## src/rtl/uivbuf_sched_if.sv

```systemverilog
// Control and status bundle between one channel's DMA pair and its frame-buffer scheduler.
// The master side drives the frame pulses and enable; the slave side returns buffer indices and counters.
interface uivbuf_sched_if #(
  parameter int CNT_W = 16
);
  logic             en_i;
  logic             wr_fs_i;
  logic             wr_fe_i;
  logic             rd_fs_i;
  logic [7:0]       wr_bufn_o;
  logic [7:0]       rd_bufn_o;
  logic             rd_valid_o;
  logic [CNT_W-1:0] drop_cnt_o;
  logic [CNT_W-1:0] rpt_cnt_o;
  logic [1:0]       state_o;

  modport master (
    output en_i, wr_fs_i, wr_fe_i, rd_fs_i,
    input  wr_bufn_o, rd_bufn_o, rd_valid_o, drop_cnt_o, rpt_cnt_o, state_o
  );

  modport slave (
    input  en_i, wr_fs_i, wr_fe_i, rd_fs_i,
    output wr_bufn_o, rd_bufn_o, rd_valid_o, drop_cnt_o, rpt_cnt_o, state_o
  );
endinterface

```

## src/rtl/uivbuf_sched.sv

```systemverilog
// Frame-buffer ring scheduler: advances the write buffer on committed frames and hands
// the reader the buffer BUF_DELAY frames behind, counting dropped and repeated frames.
module uivbuf_sched #(
  parameter int BUF_DELAY = 1,
  parameter int BUF_LENTH = 3,
  parameter int CNT_W     = 16
) (
  input  logic              clk_i,
  input  logic              rst_i,
  uivbuf_sched_if.slave     bus
);

  typedef enum logic [1:0] {
    IDLE  = 2'd0,
    PRIME = 2'd1,
    RUN   = 2'd2
  } state_t;

  localparam logic [7:0] LAST   = 8'(BUF_LENTH - 1);
  localparam logic [7:0] DELAY8 = 8'(BUF_DELAY);
  localparam logic [8:0] DELAY9 = 9'(BUF_DELAY);
  localparam logic [8:0] LENTH9 = 9'(BUF_LENTH);

  state_t           state, state_nxt;
  logic [7:0]       wr_bufn, wr_bufn_nxt;
  logic [7:0]       rd_bufn, rd_bufn_nxt;
  logic             rd_valid, rd_valid_nxt;
  logic             wr_open, wr_open_nxt;
  logic [7:0]       done_cnt, done_cnt_nxt;
  logic [CNT_W-1:0] drop_cnt, drop_cnt_nxt;
  logic [CNT_W-1:0] rpt_cnt, rpt_cnt_nxt;
  logic [8:0]       wb9;
  logic [7:0]       tgt;

  always_ff @(posedge clk_i) begin
    if (rst_i) begin
      state    <= IDLE;
      wr_bufn  <= '0;
      rd_bufn  <= '0;
      rd_valid <= 1'b0;
      wr_open  <= 1'b0;
      done_cnt <= '0;
      drop_cnt <= '0;
      rpt_cnt  <= '0;
    end else begin
      state    <= state_nxt;
      wr_bufn  <= wr_bufn_nxt;
      rd_bufn  <= rd_bufn_nxt;
      rd_valid <= rd_valid_nxt;
      wr_open  <= wr_open_nxt;
      done_cnt <= done_cnt_nxt;
      drop_cnt <= drop_cnt_nxt;
      rpt_cnt  <= rpt_cnt_nxt;
    end
  end

  // Frame end is applied before frame start, so a back-to-back end+start never counts as a drop
  always_comb begin
    state_nxt    = state;
    wr_bufn_nxt  = wr_bufn;
    rd_bufn_nxt  = rd_bufn;
    rd_valid_nxt = rd_valid;
    wr_open_nxt  = wr_open;
    done_cnt_nxt = done_cnt;
    drop_cnt_nxt = drop_cnt;
    rpt_cnt_nxt  = rpt_cnt;
    wb9          = '0;
    tgt          = '0;

    if (state == IDLE || !bus.en_i) begin
      wr_bufn_nxt  = '0;
      rd_bufn_nxt  = '0;
      rd_valid_nxt = 1'b0;
      wr_open_nxt  = 1'b0;
      done_cnt_nxt = '0;
      state_nxt    = (state == IDLE && bus.en_i) ? PRIME : IDLE;
    end else begin
      if (bus.wr_fe_i && wr_open) begin
        wr_bufn_nxt = (wr_bufn == LAST) ? 8'd0 : wr_bufn + 8'd1;
        wr_open_nxt = 1'b0;
        if (done_cnt < DELAY8)
          done_cnt_nxt = done_cnt + 8'd1;
      end

      if (bus.wr_fs_i) begin
        if (wr_open_nxt) begin
          if (drop_cnt != '1)
            drop_cnt_nxt = drop_cnt + 1'b1;
        end else begin
          wr_open_nxt = 1'b1;
        end
      end

      // Reader target trails the freshly updated write buffer, wrapping around the ring
      wb9 = {1'b0, wr_bufn_nxt};
      tgt = (wb9 < DELAY9) ? 8'(LENTH9 - DELAY9 + wb9) : 8'(wb9 - DELAY9);

      if (bus.rd_fs_i) begin
        if (state == RUN) begin
          rd_bufn_nxt = tgt;
          if (tgt == rd_bufn && rpt_cnt != '1)
            rpt_cnt_nxt = rpt_cnt + 1'b1;
        end else if (done_cnt_nxt == DELAY8) begin
          rd_bufn_nxt  = tgt;
          rd_valid_nxt = 1'b1;
          state_nxt    = RUN;
        end
      end
    end
  end

  assign bus.wr_bufn_o  = wr_bufn;
  assign bus.rd_bufn_o  = rd_bufn;
  assign bus.rd_valid_o = rd_valid;
  assign bus.drop_cnt_o = drop_cnt;
  assign bus.rpt_cnt_o  = rpt_cnt;
  assign bus.state_o    = state;

endmodule

```

## src/flat_wrapper.sv

```systemverilog
// flat-port wrapper written by rule: the top's interface ports become plain ports
module uivbuf_sched_flat 
#(
  parameter int BUF_DELAY = 1,
  parameter int BUF_LENTH = 3,
  parameter int CNT_W     = 16
)
  (clk_i, rst_i, bus_en_i, bus_wr_fs_i, bus_wr_fe_i, bus_rd_fs_i, bus_wr_bufn_o, bus_rd_bufn_o, bus_rd_valid_o, bus_drop_cnt_o, bus_rpt_cnt_o, bus_state_o);
  uivbuf_sched_if #(.CNT_W(CNT_W)) bus_i ();
  input  logic clk_i;
  input  logic rst_i;
  input wire logic [$bits(bus_i.en_i)-1:0] bus_en_i;
  input wire logic [$bits(bus_i.wr_fs_i)-1:0] bus_wr_fs_i;
  input wire logic [$bits(bus_i.wr_fe_i)-1:0] bus_wr_fe_i;
  input wire logic [$bits(bus_i.rd_fs_i)-1:0] bus_rd_fs_i;
  output wire logic [$bits(bus_i.wr_bufn_o)-1:0] bus_wr_bufn_o;
  output wire logic [$bits(bus_i.rd_bufn_o)-1:0] bus_rd_bufn_o;
  output wire logic [$bits(bus_i.rd_valid_o)-1:0] bus_rd_valid_o;
  output wire logic [$bits(bus_i.drop_cnt_o)-1:0] bus_drop_cnt_o;
  output wire logic [$bits(bus_i.rpt_cnt_o)-1:0] bus_rpt_cnt_o;
  output wire logic [$bits(bus_i.state_o)-1:0] bus_state_o;
  assign bus_i.en_i = bus_en_i;
  assign bus_i.wr_fs_i = bus_wr_fs_i;
  assign bus_i.wr_fe_i = bus_wr_fe_i;
  assign bus_i.rd_fs_i = bus_rd_fs_i;
  assign bus_wr_bufn_o = bus_i.wr_bufn_o;
  assign bus_rd_bufn_o = bus_i.rd_bufn_o;
  assign bus_rd_valid_o = bus_i.rd_valid_o;
  assign bus_drop_cnt_o = bus_i.drop_cnt_o;
  assign bus_rpt_cnt_o = bus_i.rpt_cnt_o;
  assign bus_state_o = bus_i.state_o;
  uivbuf_sched #(.BUF_DELAY(BUF_DELAY), .BUF_LENTH(BUF_LENTH), .CNT_W(CNT_W)) u_core (.clk_i(clk_i), .rst_i(rst_i), .bus(bus_i));
endmodule
```

## config.mk

```make
export PLATFORM = sky130hd
export DESIGN_NAME = uivbuf_sched_flat
export DESIGN_NICKNAME = d
export VERILOG_FILES = /design/src/rtl/uivbuf_sched_if.sv /design/src/rtl/uivbuf_sched.sv /design/src/flat_wrapper.sv
export SDC_FILE = /design/constraint.sdc
export NUM_CORES = 1
export LEC_CHECK = 0
export ABC_AREA = 1
export BUFFER_PORTS_ARGS = -buffer_cell sky130_fd_sc_hd__buf_2
export CAP_MARGIN = 20
export CORE_ASPECT_RATIO = 1.75
export CORE_UTILIZATION = 35
export DETAILED_ROUTE_END_ITERATION = 10
export HOLD_SLACK_MARGIN = 0.06
export SLEW_MARGIN = 20
export SYNTH_ARGS = -nofsm -noshare
export SYNTH_HDL_FRONTEND = slang
export SYNTH_SLANG_ARGS = --single-unit
```

## constraint.sdc

```tcl
create_clock -name clk_i -period 7.8 [get_ports clk_i]
set_input_delay 1.56 -clock clk_i [delete_from_list [all_inputs] [get_ports clk_i]]
set_output_delay 1.56 -clock clk_i [all_outputs]
set_load 0.01 [all_outputs]
```

; After elaboration in Yosys (flattened, before gate mapping)
; Index checks and enable logic that the tools add are counted.
[totals]
ff_bits = 60
latch_bits = 0
ramBits = 0
romBits = 0
inputBits = 6
out_inout_bits = 51
elab_cells = 57
memories = 0
[op_classes]
addsub = 6
n_mul = 0
div_mod_pow = 0
magnitude_cmp = 2
n_eq_ne = 7
shifts = 0
n_mux = 17
bitwise_logic = 2
n_reduce_logical = 15
[op_table]
columns = op, count
row1 = 8-bit 2-to-1 mux, 9
row2 = "16-bit by 1-bit adder with 16-bit output, second input constant", 2
row3 = "16-bit != test, second input constant", 2
row4 = "8-bit by 1-bit adder with 8-bit output, second input constant", 2
row5 = "8-bit by 1-bit < comparator with 1-bit output, second input constant", 2
row6 = "2-bit by 8-bit adder with 8-bit output, first input constant", 1
row7 = "8-bit by 1-bit == test with 1-bit output, second input constant", 1
row8 = "8-bit by 2-bit == test with 1-bit output, second input constant", 1
row9 = 8-bit == test, 1
row10 = 2-bit 2-to-1 mux, 4
row11 = 4-bit AND reduction, 2
row12 = "8-bit by 1-bit subtractor with 8-bit output, second input constant", 1
row13 = 3-bit AND reduction, 2
row14 = 2-bit nonzero test, 3
row15 = 1-bit 2-to-1 mux, 4
row16 = 1-bit logical AND, 3
row17 = "2-bit == test, second input constant", 1
row18 = 2-bit zero test, 1
row19 = "2-bit by 1-bit != test with 1-bit output, second input constant", 1
row20 = 1-bit NOT, 2
row21 = 2-bit AND reduction, 1
row22 = 2-bit OR reduction, 1
row23 = 1-bit zero test, 1
row24 = 1-bit logical OR, 1

; Longest topological paths before layout
[depth]
ltp_word = 9
ltp_mapped = 23
ltp_nobuf = 22

; Least setup slack after synthesis
; OpenSTA, ideal clock, no wires.
[synth_timing]
path_kind = input to register
startpoint = input bus_wr_fe_i
endpoint = register u_core.rpt_cnt[5], in the netlist u_core.bus.rpt_cnt_o[5]
setup_time_ps = 115
t_arrival_ps = 3724
t_required_ps = 7685
path_slack_ps = 3961
cell_stages = 18
path_buffers = 2
path_cell_list = nand2_1 inv_2 nor2_1 a31oi_1 ha_1 nand3_2 nor2_8 nand2_4 buf_6 nand2_1 nand3_1 nand2_1 nand3_1 nor2_2 buf_4 nand3_1 nand2_1 nor2_1
[synth_between]
elab_chain_cells = 8
word_cells_on_any_way = 10
classes_between = add/sub: 2 / order compare: 1 / eq/ne: 1 / mux: 3 / reduce/logical: 3
[synth_lines]
columns = element, line
row1 = from (decl), flat_wrapper.sv:14  ; input wire logic [$bits(bus_i.wr_fe_i)-1:0] bus_wr_fe_i;
row2 = 1-bit logical AND (*), uivbuf_sched.sv:78  ; if (bus.wr_fe_i && wr_open) begin
row3 = 8-bit 2-to-1 mux (*), uivbuf_sched.sv:78
row4 = 8-bit 2-to-1 mux (*), uivbuf_sched.sv:70  ; if (state == IDLE || !bus.en_i) begin
row5 = "8-bit by 1-bit subtractor with 8-bit output, or another cell as far along", uivbuf_sched.sv:96  ; tgt = (wb9 < DELAY9) ? 8'(LENTH9 - DELAY9 + wb9) : 8'(wb9 - DELAY9);
row6 = 8-bit 2-to-1 mux (*), uivbuf_sched.sv:96
row7 = 8-bit == test (*), uivbuf_sched.sv:101  ; if (tgt == rd_bufn && rpt_cnt != '1)
row8 = 1-bit logical AND (*), uivbuf_sched.sv:101
row9 = 4-bit AND reduction (no source line) (*), -
row10 = to (signal assigned), uivbuf_sched.sv:53  ; rpt_cnt <= rpt_cnt_nxt;
row11 = to (decl), uivbuf_sched.sv:31  ; logic [CNT_W-1:0] rpt_cnt, rpt_cnt_nxt;
; Every way passes the cells marked *; elsewhere a longest branch is shown, timed or not. The select of a mux whose other input is x is not followed.
; A chain may end at the register's enable or synchronous reset.

; Worst setup path after layout
[layout_timing]
startpoint = input bus_wr_fe_i
endpoint = register u_core.rpt_cnt[14], in the netlist u_core.bus.rpt_cnt_o[14]
; Same word-level chain as after synthesis.

==> run metrics <==
status=finished clean; RSZ-0062 raised after global routing=false; relative slew slack=42.8%; Synth Register Bits=60; top-area cell type share of the netlist area=35.6%; final wirelength=about 8.4 mm; nets@finish=591; Netlist cell types=34; Area contributors post-synth=dfxtp_1 36%, nand2_1 12%, inv_1 9.4%, nor2_1 8.1%, nand3_1 6.5%; DR pass1 iterations=4; Layout area overhead=21.3%; H-tree levels=3; Final setup viols=0; global-route usage over all layers=17.2%; largest net degree at the start of global routing=28; Peak Freq=about 220 MHz; cell at the slowest stage of the critical path=nor2_2; final setup TNS=0 ns; effective utilization at floorplan=35.9%; number of flops mapped to enable cells by yosys=0; syn_nets=534; placed instance count=roughly 700; Critical Path Max Stage Delay=slightly below 0.7 ns; Die Ht=132 um; Pwr per Cell Area=between 150 and 200 nW/um^2; area of the multi-input gates=1790 um^2; Clock Sinks=60; Crit. End Element=register; Peak supply drop=0.118 mV; Post-Syn Instances=518; Final Skew=around 0.0073 ns; most common cell after layout, fill and taps aside=nand2_1; period utilisation layout=57.9%; most frequent cells in the layout=107 x nand2_1, 85 x inv_1, 73 x nor2_1; post-DP HPWL=around 6.4 mm; Routed Antenna Nets=0; XOR/XNOR Fraction of Synth Area=between 1 and 1.5%; largest family of logic cells by synthesized area=simple AND/OR/NAND/NOR gates; synth warn=0; register area=1200 um^2; Fill cells=slightly below 1000; register clock-pin slew on the reported worst setup and hold paths=0.05 ns; Main synth FF type=dfxtp_1; per-cell routed wire length=12.0 um; sequential cell area fraction in the yosys report=35.6%; DR vias=3388; final slew viol count=0; Setup Buffers After CTS=0; Initial DRC Count=~110; antenna cells=0; Adder-Cell Fraction of Synth Area=3.70%; Worst EP required=8.02 ns; Clock Tree Root=clkbuf_16; vias in the first global route=3141; GR Overflow Total=0; placement-stage worst setup slack=3.01 ns; clock tree buffer depth=2; Core Area=9410 um^2; most frequent CP cell=nand3_1; Leak Pwr=~1.9 nW; Worst-Skew Late Latency=0.33 ns; mux cell area share after synthesis=0%; simple-gate share of the synthesized area=38.4%; Final Instance Count excl. Fillers=702; GP Congestion=0.851; hold_buf cts=0; Syn Area/Cell=6.52 um^2; die width=76.3 um; worst-margin pin slew=between 0.8 and 0.9 ns; vias per inst=4.83; initial antenna violation count=0; Hold WS=0.435 ns; residual DRC count=0; Power Total=780 uW; Die Footprint=slightly above 10000 um^2; post-synthesis async set-or-reset flop share=0%; CTS tree=built; ordered list of cells on the worst path=buf_2, nand2_1, inv_2, nor2_1, a31oi_1, ha_1, nand3_2, nor2_8, nand3_1, nand3_1, nand2_1, nor2_1, nand3_1, nor2_2, nand3_1, nand2_1, nor2_1; Setup CP Type=input port to register; Max-cap violations=0; Inserted Clock Buffers=9; io pins=57; first-pass GRT wire length=13.9 mm; Resized Gates After CTS=0; Tmin final=about 4.5 ns; final hold viol count=0; Synth Area in Compound Gates=9.78%; final setup margin=3.29 ns; mapped cell area=3380 um^2; FP Rows=47; share of layout cells above drive strength 1=14.8%; WP data arrival=approximately 4.7 ns; critical path launch point type=input port; Min-Delay Path Class=register to register; dominant cell type by area after synthesis=dfxtp_1; PortBufs=56; crit-path max FO=21
-- kinds of logic after synthesis --
group,count (synthesis)
and+or+nand+nor,281
buffers and inverters,99
AOI/OAI and AO/OA,64
DFF,60
adders and majority gates,10
xor gates and xnor gates,4
-- layer usage --
layer	global-route usage (%)	share of wire, %
met5	0	0
met4	8.97	2.6
met3	3.04	3.7
met2	31.8	53
met1	18.2	41
-- power by group --
| part | total (mW) | switching (mW) | internal (mW) |
|---|---|---|---|
| Sequential | 0.307 | 0.000421 | 0.307 |
| Combinational | 0.0154 | 0.0108 | 0.00456 |
| Clock | 0.458 | 0.145 | 0.312 |
| Total | 0.780 | 0.156 | 0.624 |
-- Yosys cell counts (3+ instances only) --
cell type and instances:
nand2_1 107, nand2_2 4, inv_1 85, nand3_1 44, ha_1 10, o21ai_0 23, nand3_2 3, dfxtp_1 60
nor2_1 73, nor3_1 9, nor3b_1 5, clkbuf_1 5, a21oi_1 34, nand4_1 22, nand3b_1 3, xnor2_1 3
a31oi_1 4
-- sequential cells by signal, summed over array words and instances (netlist names) --
signal,count
u_core.bus.state_o,2
u_core.bus.drop_cnt_o,16
u_core.done_cnt,8
u_core.bus.rd_valid_o,1
u_core.bus.rpt_cnt_o,16
u_core.wr_open,1
u_core.bus.wr_bufn_o,8
u_core.bus.rd_bufn_o,8
-- area by class of cell --
type / instances / area share (%)
multi-input combinational: 359 / 43.6
sequential: 60 / 29.3
inverter: 89 / 8.16
timing repair buffer: 56 / 6.84
clock buffer: 10 / 5.59
tap: 122 / 3.73
clock inverter: 6 / 2.72
-- metrics by stage --
step / cell area (um^2) / util [%]
4_1_cts: 4100 / 43.5
2_1_floorplan: 3380 / -
6_report: 4100 / 43.5
3_5_place_dp: 3760 / 39.9
3_3_place_gp: 3760 / 39.9
5_1_grt: 4100 / 43.5
-- path summary, 6_finish.rpt --
| kind | slack [ns] | from | depth (start not counted) | to |
|---|---|---|---|---|
| worst min register to register | 0.44 | u_core.done_cnt[5] | 2 | u_core.done_cnt[5] |
| worst max-delay path | 3.29 | bus_wr_fe_i | 17 | u_core.bus.rpt_cnt_o[14] |
| worst min-delay path | 0.44 | u_core.done_cnt[5] | 2 | u_core.done_cnt[5] |
| worst max register to register | 4.07 | u_core.bus.wr_bufn_o[0] | 18 | u_core.bus.rpt_cnt_o[14] |
-- critical path, delay by kind of cell --
kind                     cells  cell delay, ns
AND/OR/NAND/NOR             13            2.08
AO/OA/AOI/OAI                1            0.45
buffers and inverters        2            0.28
adder cells (fa/ha/maj)      1            0.36
Note: power is estimated with default switching activity, not from simulation.
